[src/rtl/p2s_pkg.sv]
// Shared types and elaboration helpers for the parallel-to-serial stream converter.
// The state enum names the three reachable (act_v, hold_v) combinations.
package p2s_pkg;

    typedef enum logic [1:0] {
        P2S_IDLE = 2'd0,
        P2S_BUSY = 2'd1,
        P2S_FULL = 2'd2
    } p2s_state_e;

    // Beats per word; a zero lane width is trapped by the top-level parameter check.
    function automatic int p2s_beats(int n, int w);
        return (w > 0) ? (n / w) : 1;
    endfunction

    // Counter width, never below one bit so single-beat words still get a valid vector.
    function automatic int p2s_cnt_w(int beats);
        return (beats <= 2) ? 1 : $clog2(beats);
    endfunction

endpackage

[src/rtl/p2s_hold_buf.sv]
// One-entry holding register that parks the next parallel word while the
// shift register is still draining the current one.
module p2s_hold_buf
    import p2s_pkg::*;
#(
    parameter int N = 8
) (
    input  logic         clk,
    input  logic         rst,
    input  logic         load,
    input  logic         take,
    input  logic [N-1:0] din,
    output logic [N-1:0] dout,
    output logic         valid
);

    logic [N-1:0] data_reg;
    logic         valid_reg;

    // Load wins over take; the top never asserts both together since par_ready is low while full.
    always_ff @(posedge clk) begin
        if (rst) begin
            data_reg  <= '0;
            valid_reg <= 1'b0;
        end else if (load) begin
            data_reg  <= din;
            valid_reg <= 1'b1;
        end else if (take) begin
            valid_reg <= 1'b0;
        end
    end

    assign dout  = data_reg;
    assign valid = valid_reg;

endmodule

[src/rtl/p2s_stream.sv]
// Parallel-to-serial converter: N-bit words in, N/W beats of W bits out, with a
// one-word holding buffer so back-to-back words stream without bubbles.
module p2s_stream
    import p2s_pkg::*;
#(
    parameter int N         = 8,
    parameter int W         = 1,
    parameter bit LSB_FIRST = 1'b0
) (
    input  logic         clk,
    input  logic         rst,
    input  logic         par_valid,
    input  logic [N-1:0] par_data,
    output logic         par_ready,
    input  logic         ser_ready,
    output logic         ser_valid,
    output logic [W-1:0] ser_data,
    output logic         ser_last
);

    localparam int BEATS = p2s_beats(N, W);
    localparam int CW    = p2s_cnt_w(BEATS);
    localparam logic [CW-1:0] LAST_CNT = CW'(BEATS - 1);

    generate
        if (N < 1 || W < 1 || W > N || ((W >= 1) ? (N % W) : 1) != 0) begin : g_param_check
            $error("p2s_stream: illegal parameters N=%0d W=%0d", N, W);
        end
    endgenerate

    logic [N-1:0]  shreg_reg, shreg_next, shreg_shifted;
    logic [CW-1:0] cnt_reg, cnt_next;
    logic          act_v_reg, act_v_next;
    logic [N-1:0]  hold_data;
    logic          hold_v;
    logic          hold_load, hold_take;
    logic          par_acc, ser_fire, last_beat;
    p2s_state_e    state;

    p2s_hold_buf #(
        .N (N)
    ) u_hold (
        .clk   (clk),
        .rst   (rst),
        .load  (hold_load),
        .take  (hold_take),
        .din   (par_data),
        .dout  (hold_data),
        .valid (hold_v)
    );

    // Shift direction chosen at elaboration; a single-beat word never shifts.
    generate
        if (BEATS == 1) begin : g_single
            assign shreg_shifted = '0;
        end else if (LSB_FIRST) begin : g_lsb
            assign shreg_shifted = {{W{1'b0}}, shreg_reg[N-1:W]};
        end else begin : g_msb
            assign shreg_shifted = {shreg_reg[N-W-1:0], {W{1'b0}}};
        end
    endgenerate

    genvar gi;
    generate
        for (gi = 0; gi < W; gi++) begin : g_lane
            if (LSB_FIRST) begin : g_lo
                assign ser_data[gi] = shreg_reg[gi];
            end else begin : g_hi
                assign ser_data[gi] = shreg_reg[N - W + gi];
            end
        end
    endgenerate

    // Ready depends only on registered state so no combinational path crosses the converter.
    assign par_ready = !hold_v;
    assign par_acc   = par_valid & par_ready;
    assign ser_valid = act_v_reg;
    assign last_beat = (cnt_reg == LAST_CNT);
    assign ser_last  = act_v_reg & last_beat;
    assign ser_fire  = act_v_reg & ser_ready;

    always_comb begin
        state = P2S_IDLE;
        if (hold_v) begin
            state = P2S_FULL;
        end else if (act_v_reg) begin
            state = P2S_BUSY;
        end
    end

    always_comb begin
        shreg_next = shreg_reg;
        cnt_next   = cnt_reg;
        act_v_next = act_v_reg;
        hold_load  = 1'b0;
        hold_take  = 1'b0;
        case (state)
            P2S_IDLE: begin
                if (par_acc) begin
                    shreg_next = par_data;
                    cnt_next   = '0;
                    act_v_next = 1'b1;
                end
            end
            P2S_BUSY: begin
                if (ser_fire && !last_beat) begin
                    shreg_next = shreg_shifted;
                    cnt_next   = cnt_reg + CW'(1);
                    hold_load  = par_acc;
                end else if (ser_fire) begin
                    // Last beat leaving: a word arriving now goes straight into the shifter.
                    if (par_acc) begin
                        shreg_next = par_data;
                        cnt_next   = '0;
                    end else begin
                        act_v_next = 1'b0;
                    end
                end else begin
                    hold_load = par_acc;
                end
            end
            P2S_FULL: begin
                if (ser_fire && !last_beat) begin
                    shreg_next = shreg_shifted;
                    cnt_next   = cnt_reg + CW'(1);
                end else if (ser_fire) begin
                    shreg_next = hold_data;
                    cnt_next   = '0;
                    hold_take  = 1'b1;
                end
            end
            default: begin
                act_v_next = 1'b0;
            end
        endcase
    end

    always_ff @(posedge clk) begin
        if (rst) begin
            shreg_reg <= '0;
            cnt_reg   <= '0;
            act_v_reg <= 1'b0;
        end else begin
            shreg_reg <= shreg_next;
            cnt_reg   <= cnt_next;
            act_v_reg <= act_v_next;
        end
    end

endmodule

[config.mk]
export PLATFORM = sky130hd
export DESIGN_NAME = p2s_stream
export DESIGN_NICKNAME = d
export VERILOG_FILES = /design/src/rtl/p2s_pkg.sv /design/src/rtl/p2s_hold_buf.sv /design/src/rtl/p2s_stream.sv
export SDC_FILE = /design/constraint.sdc
export NUM_CORES = 1
export LEC_CHECK = 0
export ABC_AREA = 1
export CAP_MARGIN = 10
export CORE_AREA = 2 2 54 56
export CTS_BUF_LIST = sky130_fd_sc_hd__clkbuf_4 sky130_fd_sc_hd__clkbuf_8 sky130_fd_sc_hd__clkbuf_16
export DETAILED_ROUTE_END_ITERATION = 8
export DIE_AREA = 0 0 56 58
export PLACE_DENSITY = 0.75
export SETUP_SLACK_MARGIN = 0.2
export SLEW_MARGIN = 30
export SYNTH_ARGS = -nofsm -noshare
export SYNTH_HDL_FRONTEND = slang
export SYNTH_SLANG_ARGS = --single-unit
[constraint.sdc]
create_clock -name clk -period 1.4 [get_ports clk]
set_input_delay 0.21 -clock clk [delete_from_list [all_inputs] [get_ports clk]]
set_output_delay 0.21 -clock clk [all_outputs]
set_load 0.01 [all_outputs]
Yosys cells after proc, flatten, opt, wreduce, memory -nomap -nowiden --
Cells that the tools add are included.
Storage, ports and cells: register bits after elaboration 21, output and inout port bits 4, logic and storage cells 54
Operators by class: add/subtract/negate cells 1, equality and inequality tests 9, multiplexer cells 27, bitwise gates (word level) 4, reductions and logical operators 8
Operators by type and width (count):
- 2-to-1 mux 8 bit | 5
- case mux 8 bit (3 select lines) | 1
- 2-to-1 mux 3 bit | 5
- 2-to-1 mux 1 bit | 13
- case mux 3 bit (3 select lines) | 1
- != test 2 bit (second input constant) | 4
- != test 3 bit (second input constant) | 2
- AND reduction 5 bit | 1
- adder 3 x 1 -> 3 bit (second input constant) | 1
- AND 1 bit | 3
- equality test 3 bit (second input constant) | 1
- case mux 1 bit (3 select lines) | 1
- AND reduction 3 bit | 1
- nonzero test 3 bit | 1
- equality test 2 x 1 -> 1 bit (second input constant) | 1
- equality test 2 bit (second input constant) | 1
- zero test 1 bit | 2
- zero test 2 bit | 1
- 2-to-1 mux 2 bit | 1
- nonzero test 2 bit | 1
- logical AND 1 bit | 1
- NOT 1 bit | 1

Longest topological paths before layout --
word-level depth 7, mapped depth 8, depth with buffers taken out 8

By module --
Synthesis repeated with hierarchy kept, for this count alone.
Unflattened totals: cell total of the unflattened synthesis 163, area, all modules 1126.1 µm²
Modules (own cells, without submodules):
- p2s_stream | instances 1, cells an instance 125, area each 822.0 µm², sequential area each 240.2 µm²
- p2s_hold_buf | instances 1, cells an instance 38, area each 304.0 µm², sequential area each 180.2 µm²

Worst setup path after synthesis --
Ideal clock, no wire load.
path kind register to register, from register cnt_reg[0], to register u_hold.data_reg[0] (netlist: u_hold.dout[0]), data arrival time 1.266 ns, required time 1.284 ns, slack 0.018 ns, stages on the path, launching flop included 8, path buffers 0, period minus slack after synthesis 1.382 ns, path through dfxtp_1 > ha_1 > ha_1 > inv_2 > o21ai_4 > inv_2 > nor2_1 > nor2_1
On the way: word-level cells in the longest chain between the ends 5
Ends and longest elaborated chain:
- start: declaration | RTL line p2s_stream.sv:32 | logic [CW-1:0] cnt_reg, cnt_next;
- start signal: assignment | RTL line p2s_stream.sv:145 | cnt_reg <= cnt_next;
- equality test 3 bit | RTL line p2s_stream.sv:78 | assign last_beat = (cnt_reg == LAST_CNT);
- zero test 1 bit | RTL line p2s_stream.sv:106 | if (ser_fire && !last_beat) begin
- logical AND 1 bit | RTL line p2s_stream.sv:106
- 2-to-1 mux 1 bit | RTL line p2s_stream.sv:106
- 2-to-1 mux 1 bit | RTL line p2s_stream.sv:97 | case (state)
- end signal: assignment | RTL line p2s_hold_buf.sv:26 | data_reg <= din;
- end: declaration | RTL line p2s_hold_buf.sv:17 | logic [N-1:0] data_reg;
Every way passes these cells. A chain may end at the register's enable or synchronous reset.

Worst setup path in the final report --
from register cnt_reg[0], to register u_hold.data_reg[6] (netlist: u_hold.dout[6])
The elaborated chain is that of the path after synthesis.

==> run summary <==
Outcome: finished, violations left
Failing checks: negative setup slack
Signal arrival time at the worst endpoint: 1.65 ns
Standard cell core area: 2663 sq um
Share of the synthesized area in compound gates (AO/OA/AOI/OAI): 17.22%
DR vias: 1252
Max-slew violation count: 0
Drt first pass iters: 4
Clock root cell: sky130_fd_sc_hd__clkbuf_4
Cell Int Power: 966.4 uW
Setup slack of the most critical reg-to-reg path: -0.05 ns
Latest clock arrival within the worst-skew pair: 0.31 ns
Vertical die dimension: 58 microns
Final weighted congestion in routability-driven placement: 0.8880
Unrepaired setup endpoints after global routing: yes
Pleak: 0.6699 nW
Peak VDD IR: 0.0006182 V
Sequence of cells on the critical path: ha_4 > ha_4 > buf_12 > clkinv_8 > o21ai_4 > inv_4 > nor2_1 > nor2_1
Count of clock tree sinks: 21
Buffers added on ports: 15
FF+latch count, synth: 21
Final Non-Filler Cells: 223
Relative slew slack: 81.21%
Pwr dens: 879.5 nW/um^2
First-iteration detailed-routing DRC count: 54
Simple-gate share of the synthesized area: 35.89%
Clock buffers created by TritonCTS: 3
Worst reg2reg path depth: 8
Total track usage: 20.21%
Dominant combinational cell family by area after synthesis: simple AND/OR/NAND/NOR gates
End of the worst register-to-register path: u_hold.dout[6]$_SDFFE_PP0P_
Share of total power in combinational logic: 31.2%
Crit path setup slack, layout: -0.04532 ns
Final nets: 207
Sw frac: 33.97%
Sequential share of power: 48.3%
Critical path peak fanout: 8
Vias in the first global route: 1225
Critical-path top delay cell: sky130_fd_sc_hd__dfxtp_2
Depth of the worst hold-timing path: 2
Xor and xnor fraction of the mapped netlist area: 0%
Post-synthesis cell type count: 23
Site row count: 19
Area grow syn2layout: 47.78%
Share of synthesized area spent on multiplexers: 0%
Required time at the worst-slack endpoint: 1.61 ns
Fraction of layout cells with a size suffix above 1: 34.90%
Clk slew on worst S/H paths: 0.13 ns
Hold/Removal Path Class: reg -> reg
Initial antenna violation count: 0
Classification of the worst setup path: reg -> reg
Number of buffers on the longest clock path: 2
Hold EP: cnt_reg[1]$_SDFFE_PP0P_
Power Total: 1.464 mW
Count of warnings emitted by yosys: 0
Vias per cell: 5.614
Hold violation count in the final report: 0
Skew final: 0.01059 ns
Net count of the mapped netlist: 176
Clock tree from TritonCTS: done
Average cell area after synthesis: 6.951 sq um
Average routed wire per standard cell: 14.85 microns
# hold bufs at CTS: 0
Level count of the clock H-tree: 1
Antenna Violating Nets Remaining: 0
Delay-heaviest family, CP: flip-flops
Kind of capture point of the worst setup path: flip-flop
Period utilization: 103.2%
# Max-Cap Violations: 0
Mapped Cells: 162
Top-level I/O count: 16
Proportion of power drawn by the clock network: 20.5%
Reg-to-Reg Start: cnt_reg[0]$_SDFFE_PP0P_
DRC violation count after routing: 0
Least-Margin Pin Slew: 0.2812 ns
Period minus WS final: 1.445 ns
Fmax achieved: 691.9 MHz
Critical path startpoint category: flip-flop
Final setup fails: 12
Net switching power figure: 497.1 uW
Routed WL: 3311 microns
Arithmetic-cell share of the synthesized area counting full adders, half adders and majority gates: 2.222%
Number of cells in the design after placement: 212
First-pass GRT wire length: 5154 microns
Sequential area share after synthesis: 37.33%
Antenna cell count: 0
Pin count of the biggest net entering global routing: 19
HPWL Detailed: 2006 microns
Netlist area before placement: 1126 sq um
Overall die width: 56 microns
Die ar.: 3248 sq um
Total grt overflow: 0
Effective utilization at floorplan: 42.29%
Number of buffers and inverters on the critical path: 3
Worst path max stage delay: 0.38 ns
Min-Delay Startpoint: cnt_reg[1]$_SDFFE_PP0P_
-- timing repair --
item,4_1_cts,5_1_grt
gates cloned,3,0
endpoints found under the setup margin,25,23
gates resized for setup,29,27
setup buffers,3,1
pin swaps,10,20
-- synthesized netlist by cell type --
cell type	instances	share of area [%]
sky130_fd_sc_hd__clkbuf_1	1	0.33
sky130_fd_sc_hd__o22ai_1	1	0.56
sky130_fd_sc_hd__o21ai_0	17	7.6
sky130_fd_sc_hd__a21oi_2	1	0.78
sky130_fd_sc_hd__buf_4	1	0.67
sky130_fd_sc_hd__nor2_1	33	11
sky130_fd_sc_hd__buf_2	3	1.3
sky130_fd_sc_hd__a21oi_1	10	4.4
sky130_fd_sc_hd__inv_2	3	1.0
sky130_fd_sc_hd__nand4_1	1	0.56
sky130_fd_sc_hd__nand3_4	1	1.6
sky130_fd_sc_hd__o21ai_4	2	2.9
sky130_fd_sc_hd__dfxtp_1	21	37
sky130_fd_sc_hd__nand2_1	26	8.7
sky130_fd_sc_hd__a31oi_1	1	0.56
sky130_fd_sc_hd__nand2_4	1	1.0
sky130_fd_sc_hd__o21ai_1	1	0.44
sky130_fd_sc_hd__nand3_1	26	12
sky130_fd_sc_hd__nor2_2	1	0.56
sky130_fd_sc_hd__nor2_4	1	1.0
sky130_fd_sc_hd__inv_1	6	2.0
sky130_fd_sc_hd__buf_6	2	2.0
sky130_fd_sc_hd__ha_1	2	2.2
-- cell families (layout without fill, tap and decap cells) --
kind of cell	after synthesis	in the layout
AND/OR/NAND/NOR	90	92
buffers and inverters	16	43
flip-flops	21	21
adder cells (fa/ha/maj)	2	2
AO/OA/AOI/OAI	33	34
-- how the worst max path moves through the flow --
stage | startpoint | end | slack, ns | cells past startpoint
3_5_place_dp | ser_ready | u_hold.dout[0]$_SDFFE_PP0P_ | -0.12 | 6
4_1_cts | cnt_reg[1]$_SDFFE_PP0P_ | shreg_reg[2]$_SDFFE_PP0P_ | -0.04 | 9
3_3_place_gp | ser_ready | u_hold.dout[1]$_SDFFE_PP0P_ | -0.12 | 6
6_report | cnt_reg[0]$_SDFFE_PP0P_ | u_hold.dout[6]$_SDFFE_PP0P_ | -0.05 | 8
5_1_grt | cnt_reg[0]$_SDFFE_PP0P_ | u_hold.dout[5]$_SDFFE_PP0P_ | -0.09 | 8
2_1_floorplan | cnt_reg[0]$_SDFFE_PP0P_ | shreg_reg[1]$_SDFFE_PP0P_ | 0.18 | 8
-- worst reg2reg max path, delay by kind of cell (launching register included) --
| family | cells | cell delay [ns] |
|---|---|---|
| AO/OA/AOI/OAI | 1 | 0.22 |
| flip-flops | 1 | 0.38 |
| AND/OR/NAND/NOR | 2 | 0.16 |
| buffers and inverters | 3 | 0.29 |
| adder cells (fa/ha/maj) | 2 | 0.28 |
-- cells in the final DEF (no fill, tap or decap), types with 4 or more instances in the layout --
cell type,synthesis,final
sky130_fd_sc_hd__buf_4,1,9
sky130_fd_sc_hd__o21ai_0,17,14
sky130_fd_sc_hd__a21oi_1,10,9
sky130_fd_sc_hd__nand2_1,26,22
sky130_fd_sc_hd__nand3_1,26,10
sky130_fd_sc_hd__nand2_2,0,4
sky130_fd_sc_hd__o21ai_1,1,4
sky130_fd_sc_hd__nor2_2,1,5
sky130_fd_sc_hd__inv_1,6,5
sky130_fd_sc_hd__nor2_1,33,28
sky130_fd_sc_hd__clkdlybuf4s50_1,0,11
sky130_fd_sc_hd__dfxtp_1,21,17
sky130_fd_sc_hd__nand3_2,0,15
-- routing by layer --
layer / track usage (%) / vias up / wire length, microns
met1: 23.10 / 588 / 1376
met5: 0 / - / 0
met4: 9.864 / 0 / 44
li1: - / 611 / -
met2: 36.13 / 46 / 1733
met3: 4.018 / 7 / 156
-- power by group through the flow --
stage	combinational, mW	sequential, mW	clock, mW
floorplan	0.243	0.704	0
global placement	0.344	0.710	0
detailed placement	0.356	0.711	0
CTS	0.388	0.701	0.305
global route	0.496	0.713	0.321
finish	0.457	0.706	0.300
-- layout make-up --
class | count | area, sq um
clock buffers | 3 | 22.52
fillers | 231 | 998.5
multi-input cells | 128 | 819.5
inverters | 9 | 51.30
flip-flops and latches | 21 | 427.9
clock inverters | 1 | 5.005
repair buffers | 30 | 299.0
well taps | 31 | 38.79
-- metrics by stage --
stage	TNS, ns	instance area (sq um)	utilization [%]	hold WS [ns]	setup slack [ns]
floorplan	0	1165	-	0.2717	0.1808
global placement	-1.417	1409	52.91	0.4550	-0.1159
detailed placement	-1.619	1409	52.91	0.4713	-0.1247
CTS	-0.1760	1536	57.71	0.4911	-0.03534
global route	-1.069	1664	62.50	0.5013	-0.09458
finish	-0.2976	1664	62.50	0.4955	-0.04532
(Power assumes the default switching activity.)
